--- src/rtl/ddr5_cmd_timing_checker_timer.sv ---
`default_nettype none
// ============================================================================
//  Module   : timing_sat_timer
//  Purpose  : TW-bit elapsed-cycle timer. Loads 1 on the edge that accepts
//             its reference command, then counts up and saturates at all-ones.
//             Resets to all-ones so a fresh timer never blocks a command.
//  Ports    : clk, rst_n (async, active-low)
//             load_i  - restart the distance measurement
//             value_o - cycles elapsed since the last load (saturating)
//  Revision : 1.0 - initial release
// ============================================================================
module timing_sat_timer #(
    parameter int TW = 8
) (
    input  logic          clk,
    input  logic          rst_n,
    input  logic          load_i,
    output logic [TW-1:0] value_o
);

    logic [TW-1:0] value_q;

    always_ff @(posedge clk or negedge rst_n) begin
        if (!rst_n) begin
            value_q <= '1;
        end else if (load_i) begin
            value_q <= {{(TW-1){1'b0}}, 1'b1};
        end else if (value_q != '1) begin
            value_q <= value_q + 1'b1;
        end
    end

    assign value_o = value_q;

endmodule
`default_nettype wire

--- config.mk ---
export PLATFORM = sky130hd
export DESIGN_NAME = timing_sat_timer
export DESIGN_NICKNAME = d
export VERILOG_FILES = /design/src/rtl/ddr5_cmd_timing_checker_timer.sv
export SDC_FILE = /design/constraint.sdc
export NUM_CORES = 1
export LEC_CHECK = 0
export CAP_MARGIN = 30
export CORE_AREA = 3 3 40 42
export DETAILED_ROUTE_END_ITERATION = 16
export DIE_AREA = 0 0 43 45
export SETUP_SLACK_MARGIN = 0.5
export SLEW_MARGIN = 5
export SYNTH_ARGS = -nofsm -noshare
export SYNTH_HDL_FRONTEND = slang
export SYNTH_SLANG_ARGS = --single-unit
--- constraint.sdc ---
create_clock -name clk -period 1.99 [get_ports clk]
set_clock_uncertainty 0.1 [all_clocks]
set_input_delay 0.4975 -clock clk [delete_from_list [all_inputs] [get_ports clk]]
set_output_delay 0.4975 -clock clk [all_outputs]
set_load 0.02 [all_outputs]
==> Word level (Yosys, flattened, before mapping) <==
Index checks and enable logic that the tools add are counted.
{ "word_totals": {"out_inout_bits": 8, "regBits": 8} }
{ "classes": {"n_eq_ne": 1, "n_addsub": 1, "reduce_logical": 1, "muxes": 2} }
{ "ops": {"columns": ["cell", "count"], "rows": [
  ["$mux W8", 2],
  ["$add A8 B1 Y8 const B", 1],
  ["$ne A8 B8 Y1 const B", 1],
  ["$reduce_bool A2 Y1", 1]
]} }

==> Depth between registers and ports, before layout <==
Gate-level depths: netlist (run 1).
{ "depth": {"depth_word": 3, "ltp_mapped": 5} }

==> Worst setup path before layout (run 1) <==
No wires, ideal clock.
{ "synth_path": {"path_kind": "reg-to-reg", "start": "reg value_q[0] (netlist: value_o[0])", "end": "reg value_q[6] (netlist: value_o[6])", "slack_ps": 391, "n_path_buf": 1, "arrival_ps": 1417, "required_time_ps": 1808, "synth_period_minus_slack_ps": 1599, "path_stages_with_launch": 6, "path_cell_list": "dfstp_2 ha_1 and4_1 buf_2 a21oi_1 nor3_1"} }
{ "synth_between": {"elab_chain_len": 3, "elab_cells_between_ends": 5} }
{ "synth_rtl": {"columns": ["element", "line_no", "rtl"], "rows": [
  ["from (decl)", "21", "logic [TW-1:0] value_q;"],
  ["from (signal assigned)", "27", "value_q <= {{(TW-1){1'b0}}, 1'b1};"],
  ["from (signal assigned)", "29", "value_q <= value_q + 1'b1;"],
  ["$add A8 B1 Y8", "29", null],
  ["$mux W8", "28", "end else if (value_q != '1) begin"],
  ["$mux W8", "26", "end else if (load_i) begin"]
]} }
Parallel ways exist; a longest one is shown, timed or not. The select of a mux whose other input is x is not followed.
A chain may end at the register's enable or synchronous reset.

==> Final worst setup path (run 1) <==
{ "layout_path": {"start": "reg value_q[5] (netlist: value_o[5])", "end": "out value_o[5]"} }
{ "layout_lines": {"columns": ["element", "line_no", "rtl"], "rows": [
  ["to (decl)", "18", "output logic [TW-1:0] value_o"]
]} }
No word-level cell between the ends.

==> results by group, run 1 <==
Outcome
  • Outcome: completed

Placed design
  • Routability congestion estimate: 0.772
  • Post-detail-place hpwl: 704 um
  • IO buf count: 10

Synth
  • FF+latch count, synth: 8
  • Synth top area cells: dfstp_2 (47%), a21oi_1 (5.6%), nor3_1 (5.6%)
  • Seq/Total Area, Yosys: 0.473
  • Async S/R FF share, synth: 1.00
  • Most common cell in the netlist: dfstp_2
  • Yosys Warn Count: 0
  • Unique masters post-synth: 22
  • Commonest cells post-synth: dfstp_2 (8), a21oi_1 (5), nor3_1 (5)
  • Synth top area share: 0.473
  • Primary FF master, synth: dfstp_2
  • Post-synth EDFFs: 0
  • Synth Net Count: 52
  • Post-synthesis cell area: 444 um^2
  • Gate Count Post-Synth: 48
  • Cell accounting for the most synthesized area: dfstp_2
  • Synthesized area per cell: 9.25 um^2

Worst setup path
  • CP startpoint kind: register
  • Buf/Inv on CP: 1
  • Reg2reg setup slack: 0.49 ns
  • CP Cell Sequence: buf_6
  • Top Family by Delay on Critical Path: flip-flops
  • Critical path data required time: 1.39 ns
  • CP arrival: 0.95 ns
  • Crit Path Class: reg2out
  • Crit. End Element: primary output
  • CP peak stage delay: 0.57 ns
  • CP max stage cell: dfstp_2
  • Worst-path fanout max: 6

Finish
  • Share of layout cells above drive strength 1: 0.565
  • Final nets: 75
  • Fillcell total: 116
  • Area delta synth->final: 58.6%
  • Max FFs per register: 8
  • Final core area utilization: 0.548
  • Sequential cell area: 210 um^2
  • N_diodes: 0
  • Multi-input gate area: 239 um^2

Floorplan
  • Die height: 45 um
  • Core footprint: 1280 um^2
  • Initial core utilization: 0.346
  • Die W: 43 um
  • # rows: 13
  • Die ar.: 1940 um^2
  • Num ports: 11

Global route
  • Met1 usage: 0.156
  • Met3 Use GR: 0.0359
  • GRT met2 Usage: 0.198
  • Most Crowded Layer GR: met2
  • Largest net degree at the start of global routing: 10
  • GR Overflow Total: 0
  • First-pass GRT wire length: 1770 um
  • Vias in the first global route: 394
  • GRT Overall Usage: 0.123
  • Initial antenna violation count: 0

STA
  • Worst slew pin tran: 0.367 ns
  • Final Hold Slack: 0.443 ns
  • Slew Viols, Final: 0
  • Final setup fails: 0
  • Worst slew margin: 0.755
  • Final hold vios: 0
  • Period utilisation layout: 0.780
  • Unrepaired setup endpoints after global routing: true
  • Final Critical Period: 1.55 ns
  • Setup TNS: 0 ns
  • Peak Freq: 644 MHz

Clock tree
  • Clk sink count: 8
  • Clock-pin slew on the worst setup and hold paths: 0.05 ns
  • Max clock buf depth: 2
  • CTS root buffer: clkbuf_4
  • Clk_lat worst skew: 0.25 ns
  • H-tree Lvls: 1
  • CTS tree: done
  • Hold buffers post-CTS: 0
  • CTS Buf Count: 3

Routing
  • WL per Instance: 12.7 um
  • DR pass1 iterations: 5
  • Routed Wire Length: 1070 um
  • DRC Markers: 0
  • Via-to-Cell Ratio: 5.36
  • Iteration-0 DRC Markers: 7
  • Routed Antenna Nets: 0
  • Vias: 450

Pwr
  • Static Leak: 0.277 nW
  • Pwr Density: 569 nW/um^2
  • Highest ir drop seen on vdd: 0.000284 V

Run
  • Max_cap viols: 0

Min path
  • HP Class: reg2reg
## per-layer routing
layer | vias up | wire length (um)
li1 | 223 | -
met1 | 209 | 477
met2 | 18 | 535
met3 | 0 | 57
met4 | 0 | 0
met5 | - | 0
## final cells by class
type | instances | share of cell area
Clock buffer | 3 | 0.0320
Inverter | 1 | 0.00533
Multi-Input combinational cell | 35 | 0.339
Sequential cell | 8 | 0.298
Tap cell | 15 | 0.0266
Timing Repair Buffer | 22 | 0.298
## kinds of logic (layout without fill, tap and decap cells)
group                    after synthesis  after routing  synth area share
AO/OA/AOI/OAI                         13             13             0.189
adder cells (fa/ha/maj)                1              1            0.0282
buffers and inverters                  5             26            0.0563
flip-flops                             8              8             0.473
AND/OR/NAND/NOR                       21             21             0.254
## metrics by stage
| step | std cells | setup WS, ns | cell area (um^2) | total power [mW] |
|---|---|---|---|---|
| finish | 84 | 0.438 | 704 | 0.401 |
| global route | 84 | 0.397 | 704 | 0.426 |
| CTS | 82 | 0.432 | 671 | 0.396 |
| detailed placement | 72 | 0.189 | 582 | 0.256 |
| global placement | 72 | 0.200 | 582 | 0.256 |
| floorplan | 48 | 0.508 | 465 | 0.226 |
## placed cells by master (no fill, tap or decap)
cell	instances
nor2_1	3
ha_4	1
clkbuf_4	3
nand2b_1	2
a21oi_1	4
a211oi_1	2
nand4_1	2
o21ba_2	1
o31ai_1	1
nand2_2	1
nand3_2	1
and3_2	1
a211oi_2	1
and4_4	1
nand3_1	1
inv_1	1
a21oi_2	1
dfstp_2	8
a31oi_1	3
clkdlybuf4s50_1	1
nor3_1	5
nor4_1	1
or3_1	1
dlymetal6s2s_1	1
nand2_1	2
buf_4	10
buf_6	10
## path summary, 6_finish.rpt
check                             end  depth (start not counted)        from
min in group asynchronous  value_o[6]                          1       rst_n
hold reg to reg            value_o[6]                          2  value_o[6]
hold / removal             value_o[6]                          2  value_o[6]
setup reg to reg           value_o[1]                          5  value_o[1]
setup / recovery           value_o[5]                          1  value_o[5]
max in group asynchronous  value_o[0]                          1       rst_n
## power breakdown
group	leakage [nW]	switching, mW	internal, mW
clock network	0.0138	0.0556	0.0690
registers	0.0829	0.00587	0.175
logic	0.180	0.0438	0.0509
total	0.277	0.105	0.295
## timing repair
action                                  CTS  global route
buffers inserted                          7             2
gates resized for setup                  50             6
gates cloned                              0             0
endpoints found under the setup margin   14            15
pin swaps                                 3             1
Note: power is estimated with default switching activity, not from simulation.
==> inputs of run 2 (changes only) <==
- clock period: 1.99 -> 1.5 ns (I/O delays scaled with it)
==> run 2 against run 1 <==
Register-to-register slack worse by 0.45 ns. Die area unchanged. Count of clock-buffer cells in the layout did not move. Combinational power increased by 70%. Total power is 44% higher. Core utilization is 12 points higher. Critical path depth up 3.
==> results by group, run 2 (synthesized netlist as in run 1, its figures left out) <==
Worst setup path
  • Top Family by Delay on Critical Path: flip-flops
  • Worst reg2reg startpoint: value_o[3]
  • CP peak stage delay: 0.54 ns (-0.03 ns)
  • CP Cell Sequence: buf_6 -> nand2_4 -> or3_4 -> a211oi_2
  • CP arrival: 1.55 ns (+0.60 ns)
  • Critical path data required time: 1.58 ns (+0.19 ns)
  • Total stage count of the critical path: 4 (+3)
  • Reg2reg end: value_o[7]
  • Buf/Inv on CP: 1 (unchanged)
  • Reg2reg setup slack: 0.04 ns (-0.45 ns)
  • Crit path launch: value_o[3]
  • Crit. End Element: register
  • CP startpoint kind: register
  • Crit Path Class: reg2reg
  • Setup crit end: value_o[7]
  • Worst-path fanout max: 6 (unchanged)
  • CP max stage cell: dfstp_2
  • Cell count of the worst reg-to-reg path: 4 (-1)

Finish
  • Max FFs per register: 8 (unchanged)
  • Most frequent cells in the layout: buf_4 (17), buf_6 (14), dfstp_2 (8)
  • Final nets: 86 (+15%)
  • Final core area utilization: 0.664 (+0.116)
  • Leading cell type in the layout, fill and taps excluded: buf_4
  • Share of layout cells above drive strength 1: 0.725 (+0.160)
  • Sequential cell area: 210 um^2 (unchanged)
  • Multi-input gate area: 293 um^2 (+23%)
  • Fillcell total: 98 (-16%)
  • N_diodes: 0 (unchanged)
  • Area delta synth->final: 92.1%

Placed design
  • Routability congestion estimate: 0.767 (-0.58%)
  • IO buf count: 10 (unchanged)
  • Post-detail-place hpwl: 765 um (+8.8%)

Global route
  • Initial antenna violation count: 0 (unchanged)
  • First-pass GRT wire length: 2010 um (+14%)
  • Met1 usage: 0.165 (+0.00906)
  • Most Crowded Layer GR: met2
  • GR Overflow Total: 0 (unchanged)
  • Largest net degree at the start of global routing: 9 (-1)
  • GRT met2 Usage: 0.249 (+0.0509)
  • Vias in the first global route: 481 (+22%)
  • GRT Overall Usage: 0.143 (+0.0199)
  • Met3 Use GR: 0.0359 (unchanged)

Routing
  • Routed Wire Length: 1300 um (+22%)
  • DRC Markers: 0 (unchanged)
  • Via-to-Cell Ratio: 5.36 (about the same)
  • DR pass1 iterations: 4 (-1)
  • WL per Instance: 13.7 um (+7.6%)
  • Vias: 509 (+13%)
  • Iteration-0 DRC Markers: 10 (+3)
  • Routed Antenna Nets: 0 (unchanged)

Min path
  • HP Class: in2async

Clock tree
  • Hold buffers post-CTS: 0 (unchanged)
  • CTS root buffer: clkbuf_4
  • Clk sink count: 8 (unchanged)
  • H-tree Lvls: 1 (unchanged)
  • Max clock buf depth: 2 (unchanged)
  • Clk_lat worst skew: 0.26 ns (about the same)
  • CTS Buf Count: 3 (unchanged)
  • Clock-pin slew on the worst setup and hold paths: 0.06 ns (about the same)
  • CTS tree: done

Pwr
  • Static Leak: 0.344 nW (+24%)
  • Highest ir drop seen on vdd: 0.000518 V (+82%)
  • Pwr Density: 674 nW/um^2 (+19%)
  • Pwr Total: 0.575 mW (+44%)

STA
  • Slew Viols, Final: 0 (unchanged)
  • Final setup fails: 0 (unchanged)
  • Unrepaired setup endpoints after global routing: true
  • Setup TNS: 0 ns (unchanged)
  • Final Critical Period: 1.46 ns
  • Period utilisation layout: 0.976
  • Peak Freq: 683 MHz
  • Final hold vios: 0 (unchanged)
  • Worst slew margin: 0.752 (-0.00321)
  • Worst slew pin tran: 0.371 ns (+0.00426 ns)

Floorplan
  • Die height: 45 um (unchanged)
  • # rows: 13 (unchanged)
  • Die ar.: 1940 um^2 (unchanged)
  • Initial core utilization: 0.346 (unchanged)
  • Core footprint: 1280 um^2 (unchanged)
  • Num ports: 11 (unchanged)
  • Die W: 43 um (unchanged)

Outcome
  • Outcome: completed

Run
  • Max_cap viols: 0 (unchanged)
## run 2: cell types whose count changed in the layout (fill, tap and decap cells not counted), sizes merged
cell           change
buf               +11
dlymetal6s2s       -1
clkdlybuf4s50      +1
## run 2: metal layers
metal	part of all wire	routed length [um]
met4	0.012	15
met2	0.49	639
met5	0	0
met1	0.44	575
met3	0.055	71
## run 2: report_power, final
group,total (mW),internal (mW),switching (mW)
clock network,0.175,0.0922,0.0824
logic,0.161,0.0893,0.0718
registers,0.240,0.233,0.00692
total,0.575,0.414,0.161
## run 2: timing repair
item / 4_1_cts / 5_1_grt
pin swaps: 4 / 1
cloned: 0 / 0
gates resized for setup: 58 / 10
buffers inserted: 7 / 2
endpoints found under the setup margin: 16 / 16
## run 2: area by class of cell
type / count / share of cell area
flip-flops and latches: 8 / 0.246
clock buffers: 3 / 0.0264
well taps: 15 / 0.0220
repair buffers: 33 / 0.358
multi-input cells: 35 / 0.343
inverters: 1 / 0.00440
## run 2: through the flow
stage	area (um^2)	hold WS (ns)	setup WS [ns]	cells
floorplan	479	0.127	0.0243	48
global placement	669	0.520	-0.0815	83
detailed placement	669	0.522	-0.0782	83
CTS	797	0.548	0.0528	93
global route	853	0.602	-0.0163	95
finish	853	0.575	0.0362	95
## run 2: worst min path at each step
stage,cells after the start,startpoint,end
6_report,1,rst_n,value_o[0]
5_1_grt,3,value_o[7],value_o[7]
4_1_cts,3,value_o[7],value_o[7]
3_5_place_dp,3,value_o[1],value_o[1]
3_3_place_gp,3,value_o[1],value_o[1]
2_1_floorplan,0,rst_n,value_o[0]
==> inputs of run 3 (changes only) <==
- CTS_BUF_LIST: default -> sky130_fd_sc_hd__clkbuf_16
- SKIP_LAST_GASP: default -> 1
==> run 3 against run 2 <==
The flow now finishes with violations (setup timing). Flip-flop and latch count unchanged. Routed wire length up 8.4%. Maximum frequency down 3.7%. Register-to-register slack worse by 0.06 ns. Total power is 50% higher. First-iteration DRC count is 20% lower. Sequential power hardly changed.
==> results by group, run 3 (synthesized netlist as in run 1, its figures left out) <==
Min path
  • HP Class: reg2reg

Pwr
  • P_int: 0.673 mW (+63%)
  • Gate power share: 0.200 (-0.080)
  • Pwr Density: 897 nW/um^2 (+33%)
  • Clk pwr share: 0.522 (+0.218)
  • Sequential fraction of design power: 0.278 (-0.138)
  • Static Leak: 0.396 nW (+15%)
  • Net Sw Power: 0.191 mW (+19%)
  • Highest ir drop seen on vdd: 0.000628 V (+21%)
  • Switching share of total power: 0.221 (-0.0589)
  • Pwr Total: 0.864 mW (+50%)

Worst setup path
  • CP Cell Sequence: buf_6 -> ha_4 -> and4_4 -> a21oi_2 -> a31oi_1
  • Critical path data required time: 1.54 ns (-0.04 ns)
  • Crit Path Class: reg2reg
  • Crit. End Element: register
  • CP max stage cell: dfstp_2
  • CP startpoint kind: register
  • Top Family by Delay on Critical Path: flip-flops
  • Worst-path fanout max: 6 (unchanged)
  • Buf/Inv on CP: 1 (unchanged)
  • CP arrival: 1.56 ns (about the same)
  • Reg2reg setup slack: -0.02 ns (-0.06 ns)
  • CP peak stage delay: 0.53 ns (about the same)

STA
  • Final setup margin: -0.0205 ns (-0.0568 ns)
  • Period utilisation layout: 1.01 (+0.0378)
  • Worst slew margin: 0.741 (-0.0104)
  • Final Critical Period: 1.52 ns (+0.0568 ns)
  • Peak Freq: 658 MHz (-3.7%)
  • Final Hold Slack: 0.541 ns (-0.0337 ns)
  • Setup TNS: -0.0205 ns (-0.0205 ns)
  • Final hold vios: 0 (unchanged)
  • Final setup fails: 1 (+1)
  • Worst slew pin tran: 0.387 ns (+0.0156 ns)
  • Slew Viols, Final: 0 (unchanged)
  • Unrepaired setup endpoints after global routing: true

Clock tree
  • Clock-pin slew on the worst setup and hold paths: 0.04 ns (-0.02 ns)
  • Clk sink count: 8 (unchanged)
  • CTS root buffer: clkbuf_16
  • H-tree Lvls: 1 (unchanged)
  • CTS Buf Count: 3 (unchanged)
  • Max clock buf depth: 2 (unchanged)
  • Clk_lat worst skew: 0.23 ns (-0.03 ns)
  • CTS tree: done

Global route
  • Vias in the first global route: 491 (+2.1%)
  • GR Overflow Total: 0 (unchanged)
  • First-pass GRT wire length: 2120 um (+5.2%)
  • Largest net degree at the start of global routing: 9 (unchanged)
  • Initial antenna violation count: 0 (unchanged)
  • GRT Overall Usage: 0.154 (+0.0102)

Floorplan
  • Die W: 43 um (unchanged)
  • Num ports: 11 (unchanged)
  • Core footprint: 1280 um^2 (unchanged)
  • Die ar.: 1940 um^2 (unchanged)
  • Initial core utilization: 0.346 (unchanged)
  • Die height: 45 um (unchanged)
  • # rows: 13 (unchanged)

Finish
  • N_diodes: 0 (unchanged)
  • Area delta synth->final: 117%
  • Most frequent cells in the layout: buf_4 (19), buf_6 (16), dfstp_2 (8)
  • Leading cell type in the layout, fill and taps excluded: buf_4
  • Finished Layout Cells: 99 (+4.2%)
  • Max FFs per register: 8 (unchanged)
  • Fillcell total: 71 (-28%)
  • Final core area utilization: 0.750 (+0.0857)
  • Final nets: 90 (+4.7%)
  • Finished Cell Area: 963 um^2 (+13%)
  • Share of layout cells above drive strength 1: 0.738 (+0.0131)

Placed design
  • Placed cells: 83 (unchanged)
  • IO buf count: 10 (unchanged)
  • Post-detail-place hpwl: 765 um (unchanged)
  • Placed Area: 669 um^2 (unchanged)
  • Routability congestion estimate: 0.767 (unchanged)
  • Pre-CTS setup slack: -0.0782 ns (unchanged)

Routing
  • Via-to-Cell Ratio: 5.23 (-2.3%)
  • Iteration-0 DRC Markers: 8 (-2)
  • DRC Markers: 0 (unchanged)
  • DR pass1 iterations: 4 (unchanged)
  • Routed Antenna Nets: 0 (unchanged)
  • Vias: 518 (+1.8%)
  • WL per Instance: 14.2 um (+4.0%)
  • Routed Wire Length: 1410 um (+8.4%)

Outcome
  • Failing checks: setup timing
  • Outcome: finished, violations left

Run
  • Max_cap viols: 0 (unchanged)
-- run 3: changes by cell type in the layout (fill, tap and decap cells not counted), sizes merged --
| cell | change |
|---|---|
| buf | +4 |
-- run 3: what timing repair did --
| action | in CTS | in global routing |
|---|---|---|
| hold buffers | 0 | 0 |
| gates resized for setup | 61 | 12 |
| buffers inserted | 11 | 2 |
| pin swaps | 5 | 1 |
| setup endpoints to repair | 16 | 16 |
-- run 3: layout make-up --
cell class / instances / area [um^2] / area share
Multi-Input combinational cell: 35 / 313 / 0.325
Timing Repair Buffer: 37 / 343 / 0.356
Sequential cell: 8 / 210 / 0.218
Tap cell: 15 / 18.8 / 0.0195
Inverter: 1 / 3.75 / 0.00390
Clock buffer: 3 / 75.1 / 0.0779
-- run 3: routing by layer --
layer | track usage | share of wire | routed length (um)
met1 | 0.197 | 0.46 | 645
met4 | 0.0904 | 0.016 | 22
met5 | 0 | 0 | 0
met3 | 0.0478 | 0.036 | 51
met2 | 0.228 | 0.49 | 691
-- run 3: power by group through the flow --
stage / logic (mW) / clock network (mW) / registers [mW]
4_1_cts: 0.151 / 0.457 / 0.239
3_5_place_dp: 0.113 / 0 / 0.240
6_report: 0.173 / 0.451 / 0.240
2_1_floorplan: 0.0387 / 0 / 0.262
5_1_grt: 0.183 / 0.481 / 0.241
3_3_place_gp: 0.112 / 0 / 0.239
-- run 3: worst paths after layout --
check,from,to,depth (start not counted)
setup / recovery,value_o[0],value_o[0],5
hold / removal,value_o[7],value_o[7],3
setup reg to reg,value_o[0],value_o[0],5
hold reg to reg,value_o[7],value_o[7],3
max in group asynchronous,rst_n,value_o[2],1
min in group asynchronous,rst_n,value_o[0],1
-- run 3: worst min-delay path: stages, from the launching register on --
cell and delay [ns]:
dfstp_2 0.36, buf_4 0.13, inv_1 0.07, a211oi_2 0.07
